$ cat src/rtl/uart_load_sequencer_pkg.sv
`default_nettype none
// ============================================================================
// Module      : uart_load_sequencer_pkg
// Description : Shared definitions for the UART load sequencer. Holds the
//               processor-wide constants (hazard command encodings, ROM depth,
//               ISA width), the sequencer state encodings and the registered
//               output bundle type.
// Ports       : none (package)
// Revision    : 1.0 - initial release
// ============================================================================
package uart_load_sequencer_pkg;

    // ------------------------------------------------------------------------
    // Processor-wide definitions
    // ------------------------------------------------------------------------
    localparam int ISA_WIDTH      = 32;
    // Word-address width of each memory. The UART address carries one extra
    // MSB that selects instruction (0) or data (1) memory.
    localparam int ROM_DEPTH      = 14;

    // Next-state command to the fetch stage.
    localparam int HAZD_CTL_WIDTH = 2;
    localparam logic [HAZD_CTL_WIDTH-1:0] HAZD_CTL_NORMAL = 2'b00;
    localparam logic [HAZD_CTL_WIDTH-1:0] HAZD_CTL_RETRY  = 2'b01;
    localparam logic [HAZD_CTL_WIDTH-1:0] HAZD_CTL_NO_OP  = 2'b10;

    // ------------------------------------------------------------------------
    // Sequencer state encodings
    // ------------------------------------------------------------------------
    localparam int UART_SEQ_STATE_WIDTH = 2;
    localparam logic [UART_SEQ_STATE_WIDTH-1:0] UART_SEQ_IDLE   = 2'd0;
    localparam logic [UART_SEQ_STATE_WIDTH-1:0] UART_SEQ_DRAIN  = 2'd1;
    localparam logic [UART_SEQ_STATE_WIDTH-1:0] UART_SEQ_LOAD   = 2'd2;
    localparam logic [UART_SEQ_STATE_WIDTH-1:0] UART_SEQ_FINISH = 2'd3;

    // ------------------------------------------------------------------------
    // Registered control outputs, grouped so they can be computed from the
    // next state in one place and registered together.
    // ------------------------------------------------------------------------
    typedef struct packed {
        logic                      uart_disable;
        logic                      uart_rst_n;
        logic [HAZD_CTL_WIDTH-1:0] hazard_control;
        logic                      pc_reset;
        logic                      loading;
    } seq_out_t;

    // Values the control outputs take while in IDLE and during reset.
    localparam seq_out_t SEQ_OUT_IDLE = '{
        uart_disable   : 1'b1,
        uart_rst_n     : 1'b0,
        hazard_control : HAZD_CTL_NORMAL,
        pc_reset       : 1'b0,
        loading        : 1'b0
    };

endpackage : uart_load_sequencer_pkg
`default_nettype wire

$ cat src/rtl/uart_load_sequencer_edge_detector.sv
`default_nettype none
// ============================================================================
// Module      : edge_detector
// Description : Rising-edge detector with a registered history bit. The
//               history register updates every cycle regardless of how the
//               pulse is consumed, so a level held high yields exactly one
//               pulse.
// Ports       : clk    - system clock
//               rst_n  - asynchronous active-low reset (history cleared to 0)
//               i_sig  - level input, already synchronous to clk
//               o_rise - high for the cycle in which i_sig is 1 and was 0
//                        on the previous cycle
// Revision    : 1.0 - initial release
// ============================================================================
module edge_detector (
    input  logic clk,
    input  logic rst_n,
    input  logic i_sig,
    output logic o_rise
);

    logic r_prev;

    always_ff @(posedge clk or negedge rst_n) begin
        if (!rst_n) begin
            r_prev <= 1'b0;
        end else begin
            r_prev <= i_sig;
        end
    end

    // The pulse is combinational from i_sig so the consumer can act on the
    // same edge that samples the rising level.
    assign o_rise = i_sig & ~r_prev;

endmodule : edge_detector
`default_nettype wire

$ cat src/rtl/uart_load_sequencer.sv
`default_nettype none
// ============================================================================
// Module      : uart_load_sequencer
// Description : Sequences UART reprogramming of the instruction and data
//               memories. On a start request it freezes fetch (NO_OP), drains
//               the pipeline, hands the memory write ports to the UART unit,
//               counts the words written, closes the session on UART
//               completion or watchdog timeout and restarts fetch at PC 0.
// Ports       : clk               - system clock
//               rst_n             - asynchronous active-low reset
//               uart_start        - debounced start button level
//               uart_done         - UART unit finished
//               uart_write_enable - UART write strobe
//               uart_addr         - UART word address, MSB selects dmem
//               uart_disable      - 1: pipeline owns memories, 0: UART owns
//               uart_rst_n        - active-low UART reset, released in LOAD
//               hazard_control    - next-state command to fetch
//               pc_reset          - force fetch pc_next to 0
//               loading           - session in progress (DRAIN/LOAD/FINISH)
//               load_error        - sticky watchdog-timeout flag
//               imem_words        - saturating instruction word count
//               dmem_words        - saturating data word count
// Revision    : 1.0 - initial release
// ============================================================================
module uart_load_sequencer
    import uart_load_sequencer_pkg::*;
#(
    parameter int DRAIN_CYCLES = 4,        // >= 1, >= pipeline depth - 1
    parameter int LOAD_TIMEOUT = 2 ** 24,  // >= 2
    parameter int CNT_WIDTH    = 16
) (
    input  logic                      clk,
    input  logic                      rst_n,
    input  logic                      uart_start,
    input  logic                      uart_done,
    input  logic                      uart_write_enable,
    input  logic [ROM_DEPTH:0]        uart_addr,
    output logic                      uart_disable,
    output logic                      uart_rst_n,
    output logic [HAZD_CTL_WIDTH-1:0] hazard_control,
    output logic                      pc_reset,
    output logic                      loading,
    output logic                      load_error,
    output logic [CNT_WIDTH-1:0]      imem_words,
    output logic [CNT_WIDTH-1:0]      dmem_words
);

    // ------------------------------------------------------------------------
    // Constants
    // ------------------------------------------------------------------------
    localparam int c_drn_w = $clog2(DRAIN_CYCLES + 1);
    localparam int c_tmr_w = $clog2(LOAD_TIMEOUT);

    localparam logic [c_drn_w-1:0]   c_drn_init = c_drn_w'(DRAIN_CYCLES - 1);
    localparam logic [c_drn_w-1:0]   c_drn_zero = '0;
    localparam logic [c_tmr_w-1:0]   c_tmr_max  = c_tmr_w'(LOAD_TIMEOUT - 1);
    localparam logic [CNT_WIDTH-1:0] c_cnt_max  = '1;

    // ------------------------------------------------------------------------
    // Declarations
    // ------------------------------------------------------------------------
    logic [UART_SEQ_STATE_WIDTH-1:0] r_state;
    logic [UART_SEQ_STATE_WIDTH-1:0] w_state_nxt;

    seq_out_t                        r_out;
    seq_out_t                        w_out_nxt;

    logic [c_drn_w-1:0]              r_drn_cnt;
    logic [c_tmr_w-1:0]              r_tmr;
    logic                            r_load_error;
    logic [CNT_WIDTH-1:0]            r_imem_words;
    logic [CNT_WIDTH-1:0]            r_dmem_words;

    logic                            w_start_rise;
    logic                            w_session_start;
    logic                            w_in_load;
    logic                            w_timeout;
    logic                            w_sel_dmem;
    logic                            w_unused_addr;

    // ------------------------------------------------------------------------
    // Start request edge detection
    // ------------------------------------------------------------------------
    edge_detector u_start_edge (
        .clk    (clk),
        .rst_n  (rst_n),
        .i_sig  (uart_start),
        .o_rise (w_start_rise)
    );

    // Edges seen outside IDLE are dropped here; the detector history still
    // follows the button so a held level cannot retrigger later.
    assign w_session_start = (r_state == UART_SEQ_IDLE) && w_start_rise;
    assign w_in_load       = (r_state == UART_SEQ_LOAD);

    // A cycle carrying a write is not an idle cycle, so it cannot time out.
    assign w_timeout       = w_in_load && (r_tmr == c_tmr_max) && !uart_write_enable;

    assign w_sel_dmem      = uart_addr[ROM_DEPTH];
    // Only the memory-select bit is of interest; the word address itself
    // goes straight from the UART unit to the memories.
    assign w_unused_addr   = ^uart_addr[ROM_DEPTH-1:0];

    // ------------------------------------------------------------------------
    // FSM: state register
    // ------------------------------------------------------------------------
    always_ff @(posedge clk or negedge rst_n) begin
        if (!rst_n) begin
            r_state <= UART_SEQ_IDLE;
        end else begin
            r_state <= w_state_nxt;
        end
    end

    // ------------------------------------------------------------------------
    // FSM: next-state logic
    // ------------------------------------------------------------------------
    always_comb begin
        w_state_nxt = r_state;
        case (r_state)
            UART_SEQ_IDLE: begin
                if (w_start_rise) begin
                    w_state_nxt = UART_SEQ_DRAIN;
                end
            end
            UART_SEQ_DRAIN: begin
                if (r_drn_cnt == c_drn_zero) begin
                    w_state_nxt = UART_SEQ_LOAD;
                end
            end
            UART_SEQ_LOAD: begin
                // uart_done takes priority; both close the session.
                if (uart_done || w_timeout) begin
                    w_state_nxt = UART_SEQ_FINISH;
                end
            end
            UART_SEQ_FINISH: begin
                w_state_nxt = UART_SEQ_IDLE;
            end
            default: begin
                w_state_nxt = UART_SEQ_IDLE;
            end
        endcase
    end

    // ------------------------------------------------------------------------
    // FSM: output logic
    // Outputs are decoded from the next state and registered, so they change
    // on the same edge as the state register and have no combinational path
    // from any input.
    // ------------------------------------------------------------------------
    always_comb begin
        w_out_nxt = SEQ_OUT_IDLE;
        case (w_state_nxt)
            UART_SEQ_DRAIN: begin
                w_out_nxt.hazard_control = HAZD_CTL_NO_OP;
                w_out_nxt.loading        = 1'b1;
            end
            UART_SEQ_LOAD: begin
                w_out_nxt.hazard_control = HAZD_CTL_NO_OP;
                w_out_nxt.uart_disable   = 1'b0;
                w_out_nxt.uart_rst_n     = 1'b1;
                w_out_nxt.loading        = 1'b1;
            end
            UART_SEQ_FINISH: begin
                // NO_OP together with pc_reset makes fetch load PC 0 now and
                // resume normally on the following cycle.
                w_out_nxt.hazard_control = HAZD_CTL_NO_OP;
                w_out_nxt.pc_reset       = 1'b1;
                w_out_nxt.loading        = 1'b1;
            end
            default: begin
                w_out_nxt = SEQ_OUT_IDLE;
            end
        endcase
    end

    always_ff @(posedge clk or negedge rst_n) begin
        if (!rst_n) begin
            r_out <= SEQ_OUT_IDLE;
        end else begin
            r_out <= w_out_nxt;
        end
    end

    // ------------------------------------------------------------------------
    // Drain down-counter: loaded on session start, counts DRAIN_CYCLES-1..0
    // ------------------------------------------------------------------------
    always_ff @(posedge clk or negedge rst_n) begin
        if (!rst_n) begin
            r_drn_cnt <= '0;
        end else if (w_session_start) begin
            r_drn_cnt <= c_drn_init;
        end else if ((r_state == UART_SEQ_DRAIN) && (r_drn_cnt != c_drn_zero)) begin
            r_drn_cnt <= r_drn_cnt - 1'b1;
        end
    end

    // ------------------------------------------------------------------------
    // Idle watchdog: held at 0 outside LOAD, so LOAD is always entered with a
    // cleared timer. Each write restarts it.
    // ------------------------------------------------------------------------
    always_ff @(posedge clk or negedge rst_n) begin
        if (!rst_n) begin
            r_tmr <= '0;
        end else if (!w_in_load || uart_write_enable) begin
            r_tmr <= '0;
        end else if (r_tmr != c_tmr_max) begin
            r_tmr <= r_tmr + 1'b1;
        end
    end

    // ------------------------------------------------------------------------
    // Sticky timeout flag: cleared only by the next session start
    // ------------------------------------------------------------------------
    always_ff @(posedge clk or negedge rst_n) begin
        if (!rst_n) begin
            r_load_error <= 1'b0;
        end else if (w_session_start) begin
            r_load_error <= 1'b0;
        end else if (w_timeout && !uart_done) begin
            r_load_error <= 1'b1;
        end
    end

    // ------------------------------------------------------------------------
    // Word counters: saturate at all-ones, cleared on session start
    // ------------------------------------------------------------------------
    always_ff @(posedge clk or negedge rst_n) begin
        if (!rst_n) begin
            r_imem_words <= '0;
            r_dmem_words <= '0;
        end else if (w_session_start) begin
            r_imem_words <= '0;
            r_dmem_words <= '0;
        end else if (w_in_load && uart_write_enable) begin
            if (w_sel_dmem) begin
                if (r_dmem_words != c_cnt_max) begin
                    r_dmem_words <= r_dmem_words + 1'b1;
                end
            end else begin
                if (r_imem_words != c_cnt_max) begin
                    r_imem_words <= r_imem_words + 1'b1;
                end
            end
        end
    end

    // ------------------------------------------------------------------------
    // Output assignments
    // ------------------------------------------------------------------------
    assign uart_disable   = r_out.uart_disable;
    assign uart_rst_n     = r_out.uart_rst_n;
    assign hazard_control = r_out.hazard_control;
    assign pc_reset       = r_out.pc_reset;
    assign loading        = r_out.loading;
    assign load_error     = r_load_error;
    assign imem_words     = r_imem_words;
    assign dmem_words     = r_dmem_words;

endmodule : uart_load_sequencer
`default_nettype wire

$ cat config.mk
export PLATFORM = sky130hd
export DESIGN_NAME = uart_load_sequencer
export DESIGN_NICKNAME = d
export VERILOG_FILES = /design/src/rtl/uart_load_sequencer_pkg.sv /design/src/rtl/uart_load_sequencer_edge_detector.sv /design/src/rtl/uart_load_sequencer.sv
export SDC_FILE = /design/constraint.sdc
export NUM_CORES = 1
export LEC_CHECK = 0
export CELL_PAD_IN_SITES_DETAIL_PLACEMENT = 1
export CELL_PAD_IN_SITES_GLOBAL_PLACEMENT = 1
export CORE_ASPECT_RATIO = 0.5
export CORE_MARGIN = 2
export CORE_UTILIZATION = 44
export DETAILED_ROUTE_END_ITERATION = 16
export GPL_ROUTABILITY_DRIVEN = 0
export PLACE_DENSITY = 0.95
export SYNTH_ARGS = -nofsm -noshare
export SYNTH_HDL_FRONTEND = slang
export SYNTH_SLANG_ARGS = --single-unit
$ cat constraint.sdc
create_clock -name clk -period 3.1 [get_ports clk]
set_clock_uncertainty 0.15 [all_clocks]
set_input_delay 0.465 -clock clk [delete_from_list [all_inputs] [get_ports clk]]
set_output_delay 0.465 -clock clk [all_outputs]
set_load 0.01 [all_outputs]
After elaboration in Yosys (flattened, before gate mapping)

Index checks and enable logic that the tools add are counted.
W data, S select, Z words.

Flip-flop bits (word level): 69
Input port bits: 20
Logic and storage cells: 75

Mux-type cells: 22
Bitwise logic cells: 2
$add $sub $neg: 4
Equality and inequality tests: 11
Reduce and logical (&&, ||, !) cells: 24

Operators by type and width:

| operator                | count |
|---|---|
| $mux W16                | 8 |
| $mux W24                | 2 |
| $add A16 B1 Y16 const B | 2 |
| $ne A16 B16 Y1 const B  | 2 |
| $add A24 B1 Y24 const B | 1 |
| $eq A24 B24 Y1 const B  | 1 |
| $ne A24 B24 Y1 const B  | 1 |
| $reduce_bool A2 Y1      | 7 |
| $mux W2                 | 5 |
| $eq A2 B2 Y1 const B    | 4 |
| $pmux W2 S4             | 1 |
| $logic_and A1 B1 Y1     | 6 |
| $mux W3                 | 2 |
| $reduce_and A3 Y1       | 2 |
| $eq A2 B1 Y1 const B    | 2 |
| $mux W1                 | 4 |
| $logic_not A1 Y1        | 3 |
| $logic_not A3 Y1        | 1 |
| $reduce_bool A3 Y1      | 1 |
| $reduce_or A3 Y1        | 1 |
| $sub A3 B1 Y3 const B   | 1 |
| $logic_not A2 Y1        | 1 |
| $logic_or A1 B1 Y1      | 2 |
| $ne A2 B1 Y1 const B    | 1 |
| other kinds (2)         | 2 |

Depth between registers and ports, before layout

Word-level depth: 9
Depth in mapped cells: 8

Hierarchy

From an unflattened synthesis, not the netlist that was laid out.

Cell total of the unflattened synthesis: 383
Area, all modules: 3616.0 µm²

By module, submodules not included:

| module              | seq. area each (µm²) | cells each | area an instance (µm²) | times used |
|---|---|---|---|---|
| uart_load_sequencer | 1652.8               | 381        | 3577.2                 | 1 |
| edge_detector       | 25.0                 | 2          | 38.8                   | 1 |

Worst setup path before layout

OpenSTA, ideal clock, no wires.

Path type: reg-to-reg
From: register r_state[0]
To: register r_dmem_words[13] (netlist: dmem_words[13])
Data arrival time: 1862 ps
Data required time: 2872 ps
Stages on the path, launching flop included: 6
Path slack: 1010 ps
Path through: dfrtp_1 > nand4b_4 > or4_1 > buf_2 > or4_1 > a21oi_1

Longest elaborated chain between the ends: 4

Ends and longest elaborated chain:

| item                                                    | RTL line                                              | RTL |
|---|---|---|
| start: declaration                                      | uart_load_sequencer.sv:62                             | `logic [UART_SEQ_STATE_WIDTH-1:0] r_state;` |
| start signal: assignment                                | uart_load_sequencer.sv:111                            | `r_state <= w_state_nxt;` |
| $eq A2 B2 Y1 / $logic_not A2 Y1 (equally long branches) | uart_load_sequencer.sv:94, uart_load_sequencer.sv:93  |  |
| $logic_and A1 B1 Y1, on equally long branches           | uart_load_sequencer.sv:236, uart_load_sequencer.sv:93 |  |
| $reduce_bool A2 Y1 (no source line)                     | -                                                     |  |
| $reduce_and A3 Y1 (no source line)                      | -                                                     |  |
| end signal: assignment                                  | uart_load_sequencer.sv:239                            | `r_dmem_words <= r_dmem_words + 1'b1;` |
| end: declaration                                        | uart_load_sequencer.sv:72                             | `logic [CNT_WIDTH-1:0] r_dmem_words;` |

Parallel ways exist; a longest one is shown, timed or not.
A chain may end at the register's enable or synchronous reset.

Final worst setup path

From: register r_tmr[0]
To: register r_tmr[23]

Longest elaborated chain between the ends: 3

Ends and longest elaborated chain:

| item                     | RTL line                   | RTL |
|---|---|---|
| start: declaration       | uart_load_sequencer.sv:69  | `logic [c_tmr_w-1:0] r_tmr;` |
| start signal: assignment | uart_load_sequencer.sv:209 | `r_tmr <= r_tmr + 1'b1;` |
| $add A24 B1 Y24          | uart_load_sequencer.sv:209 |  |
| $mux W24                 | uart_load_sequencer.sv:208 | `end else if (r_tmr != c_tmr_max) begin` |
| $mux W24                 | uart_load_sequencer.sv:206 | `end else if (!w_in_load \|\| uart_write_enable) begin` |

Parallel ways exist; a longest one is shown, timed or not. The select of a mux whose other input is x is not followed.

==> impl_results.md <==
* Status: finished clean
* Syn. warnings at 0
* Hold Fails Final Rpt at 0
* Die Width at 135.3 um
* Antenna-violating nets left at 0
* Gr usage total at 26.08%
* CP cell instances: ha_1, and4_1, and3_1, a2111oi_0, mux2i_1
* Routed wire length per instance at 20.82 um
* IO buf count at 43
* Max cap viols at 0
* R2r startpoint: r_tmr[0]
* FILL cells at 932
* Clock Path Buffers at 2
* Clock power share at 45.1%
* Most frequent cells in the layout: 66 x dfrtp_1, 54 x nand2_1, 42 x clkdlybuf4s50_1
* Most common cell after layout, fill and taps aside: dfrtp_1
* Final nets at 476
* Worst EP arrival at 2.66 ns
* DR pass1 iterations at 4
* Sw frac at 28.78%
* Main synth FF type: dfrtp_1
* DIE AREA at 9423 um2
* Initial Utilization at 46.40%
* Row count at 23
* Achievable Freq at 0.3932 GHz
* Hpwl dp at 7144 um
* Initial antenna violation count at 0
* Share of layout cells above drive strength 1 at 9.211%
* Post-Route WL at 11830 um
* Worst Reg-to-Reg Cells at 5
* Pin count of the biggest net entering global routing at 68
* Max incr delay on CP at 0.72 ns
* Yosys reg bits at 67
* Main area contributors after synthesis: dfrtp_1 44%, nand2_1 5.3%, mux2i_1 5.3%, nand4_1 3.6%, a21oi_1 3.4%
* Max-slew violation count at 0
* Number of H-tree levels at 3
* CTS Root Cell: clkbuf_16
* Seq pwr share at 37.4%
* Crit-path slowest cell: a2111oi_0
* Dpl cells at 552
* Cell Area, Synth at 3792 um2
* Post-CTS Setup Inserts at 0
* Cell Count, Final, Fillers Out at 568
* R2r setup slk at 0.56 ns
* Vias in the first global route at 3715
* Post-cts resize count at 0
* Combinational Power Share at 17.6%
* Worst-margin pin slew at 0.9001 ns
* Crit path max-delay family: compound AO/OA/AOI/OAI gates
* Setup TNS at 0 ns
* CP Class: register to register
* Post-Layout Inst Area at 4716 um2
* RSZ-0062 raised after global routing: no
* Ys async rst share at 100.0%
* Critical Path RT at 3.22 ns
* Final min period at 2.543 ns
* Worst path depth at 5
* Worst setup SP type: register
* Total Power at 2.737 mW
* Seq/Total Area, Yosys at 44.24%
* Hold/Removal Path Class: input pin to async pin
* Lkg Pwr at 1.867 nW
* Area share of the leading cell type in the synthesized netlist at 43.55%
* Slew Limit Headroom at 40.00%
* Mapped Nets at 433
* CTS Buf Count at 9
* Hold buffer count at cts at 0
* Power Dens Cells at 580.4 nW/um2
* Internal Pwr Total at 1.949 mW
* Clock Sinks at 67
* Clock-pin slew on the worst setup and hold paths at 0.06 ns
* Gr ovfl total at 0
* Syn Inst Count at 408
* Setup violators final at 0
* Clk Latency, worst-skew pair at 0.35 ns
* Critical path peak fanout at 14
* DR vias at 3598
* Vias per std cell at 6.335
* Critical Path Sink Type: register
* Placed cell areas at 4364 um2
* Sw Pwr at 0.7877 mW
* Area Growth Syn to Fin at 24.35%
* VDD IR max at 0.3373 mV
* Post-synth EDFFs at 0
* RR Endpoint: r_tmr[23]
* DRC at 0
* Yosys cell types at 52
* I/O pin count at 59
* CTS tree: yes
* Final Cycle Share at 82.04%
* Cell taking the most area after synthesis: dfrtp_1
* Mapped Avg Cell Area at 9.295 um2
* Die Ht at 69.65 um
* Crit path to: r_tmr[23]
* CP bufs+invs at 0
* First-pass GRT wire length at 19170 um
* Critical path launch point: r_tmr[0]
* Post-layout util at 57.70%
* Ant. Diodes at 0
* Core outline area at 8173 um2
* First DRT Iteration DRCs at 252
## layout make-up
class | count | area [um2] | share of cell area [%]
inverter | 9 | 33.78 | 0.7164
timing repair buffer | 55 | 515.5 | 10.93
tap | 112 | 140.1 | 2.972
multi-input combinational | 309 | 1997 | 42.35
clock buffer | 10 | 239.0 | 5.068
clock inverter | 6 | 112.6 | 2.388
sequential | 67 | 1678 | 35.58
## Yosys cell counts (3+ instances only)
master     n
dfrtp_1   66
nand2_1   54
a21oi_1   26
nand3_1   22
nand4_1   22
mux2i_1   20
o21ai_0   17
clkbuf_1  16
or4_1     15
and4_1    13
o31ai_1   12
inv_1      9
nor2_1     9
a211oi_1   8
nor3_1     8
or2_2      8
a2111o_1   7
nand2b_1   7
o211ai_1   7
or3_1      6
and3_1     5
ha_1       5
buf_1      3
nor4_1     3
o41ai_1    3
or2_0      3
## per-layer routing
layer	routed length [um]	vias up	part of all wire [%]	track usage (%)
met4	358	0	3.0	10.07
li1	-	1636	-	-
met1	5083	1836	43	30.68
met2	5983	95	51	45.18
met3	403	31	3.4	7.602
met5	0	-	0	0
## power by group through the flow
stage | Combinational, mW | Sequential [mW] | Clock, mW
2_1_floorplan | 0.256 | 1.02 | 0
3_3_place_gp | 0.419 | 1.02 | 0
3_5_place_dp | 0.452 | 1.03 | 0
4_1_cts | 0.486 | 1.02 | 1.24
5_1_grt | 0.515 | 1.03 | 1.28
6_report | 0.481 | 1.02 | 1.23
## cells by family (layout without fill, tap and decap cells)
kind of cell	after synthesis	in the layout	synth area share [%]
compound gates	91	91	16.13
xor+xnor	3	3	0.6930
fa+ha+maj	5	5	1.650
buf+inv	32	80	3.431
flops	67	67	44.24
mux	20	20	5.279
other cells	1	1	0.09888
simple gates	189	189	28.47
## flip-flops by register name, summed over array words and instances (netlist names)
register             count
r_state                  2
hazard_control           1
load_error               1
u_start_edge.r_prev      1
dmem_words              16
r_tmr                   24
uart_disable             1
imem_words              16
uart_rst_n               1
r_drn_cnt                3
pc_reset                 1
## worst min-delay path by stage
| stage | from | to | slack, ns | cells past startpoint |
|---|---|---|---|---|
| after floorplan | rst_n | dmem_words[0] | 0.02 | 0 |
| after global placement | r_drn_cnt[1] | r_drn_cnt[1] | 0.34 | 2 |
| after detailed placement | load_error | load_error | 0.38 | 2 |
| after CTS | rst_n | r_tmr[15] | 0.21 | 2 |
| after global routing | rst_n | pc_reset | 0.25 | 2 |
| final | rst_n | r_tmr[22] | 0.17 | 2 |
## metrics by stage
step	setup WS (ns)	hold slack, ns
CTS	0.5519	0.2130
detailed placement	0.2773	0.3776
finish	0.5568	0.1658
floorplan	1.010	0.01941
global route	0.4826	0.2510
global placement	0.3939	0.3429
No activity file was read; power rests on OpenSTA's default activity.
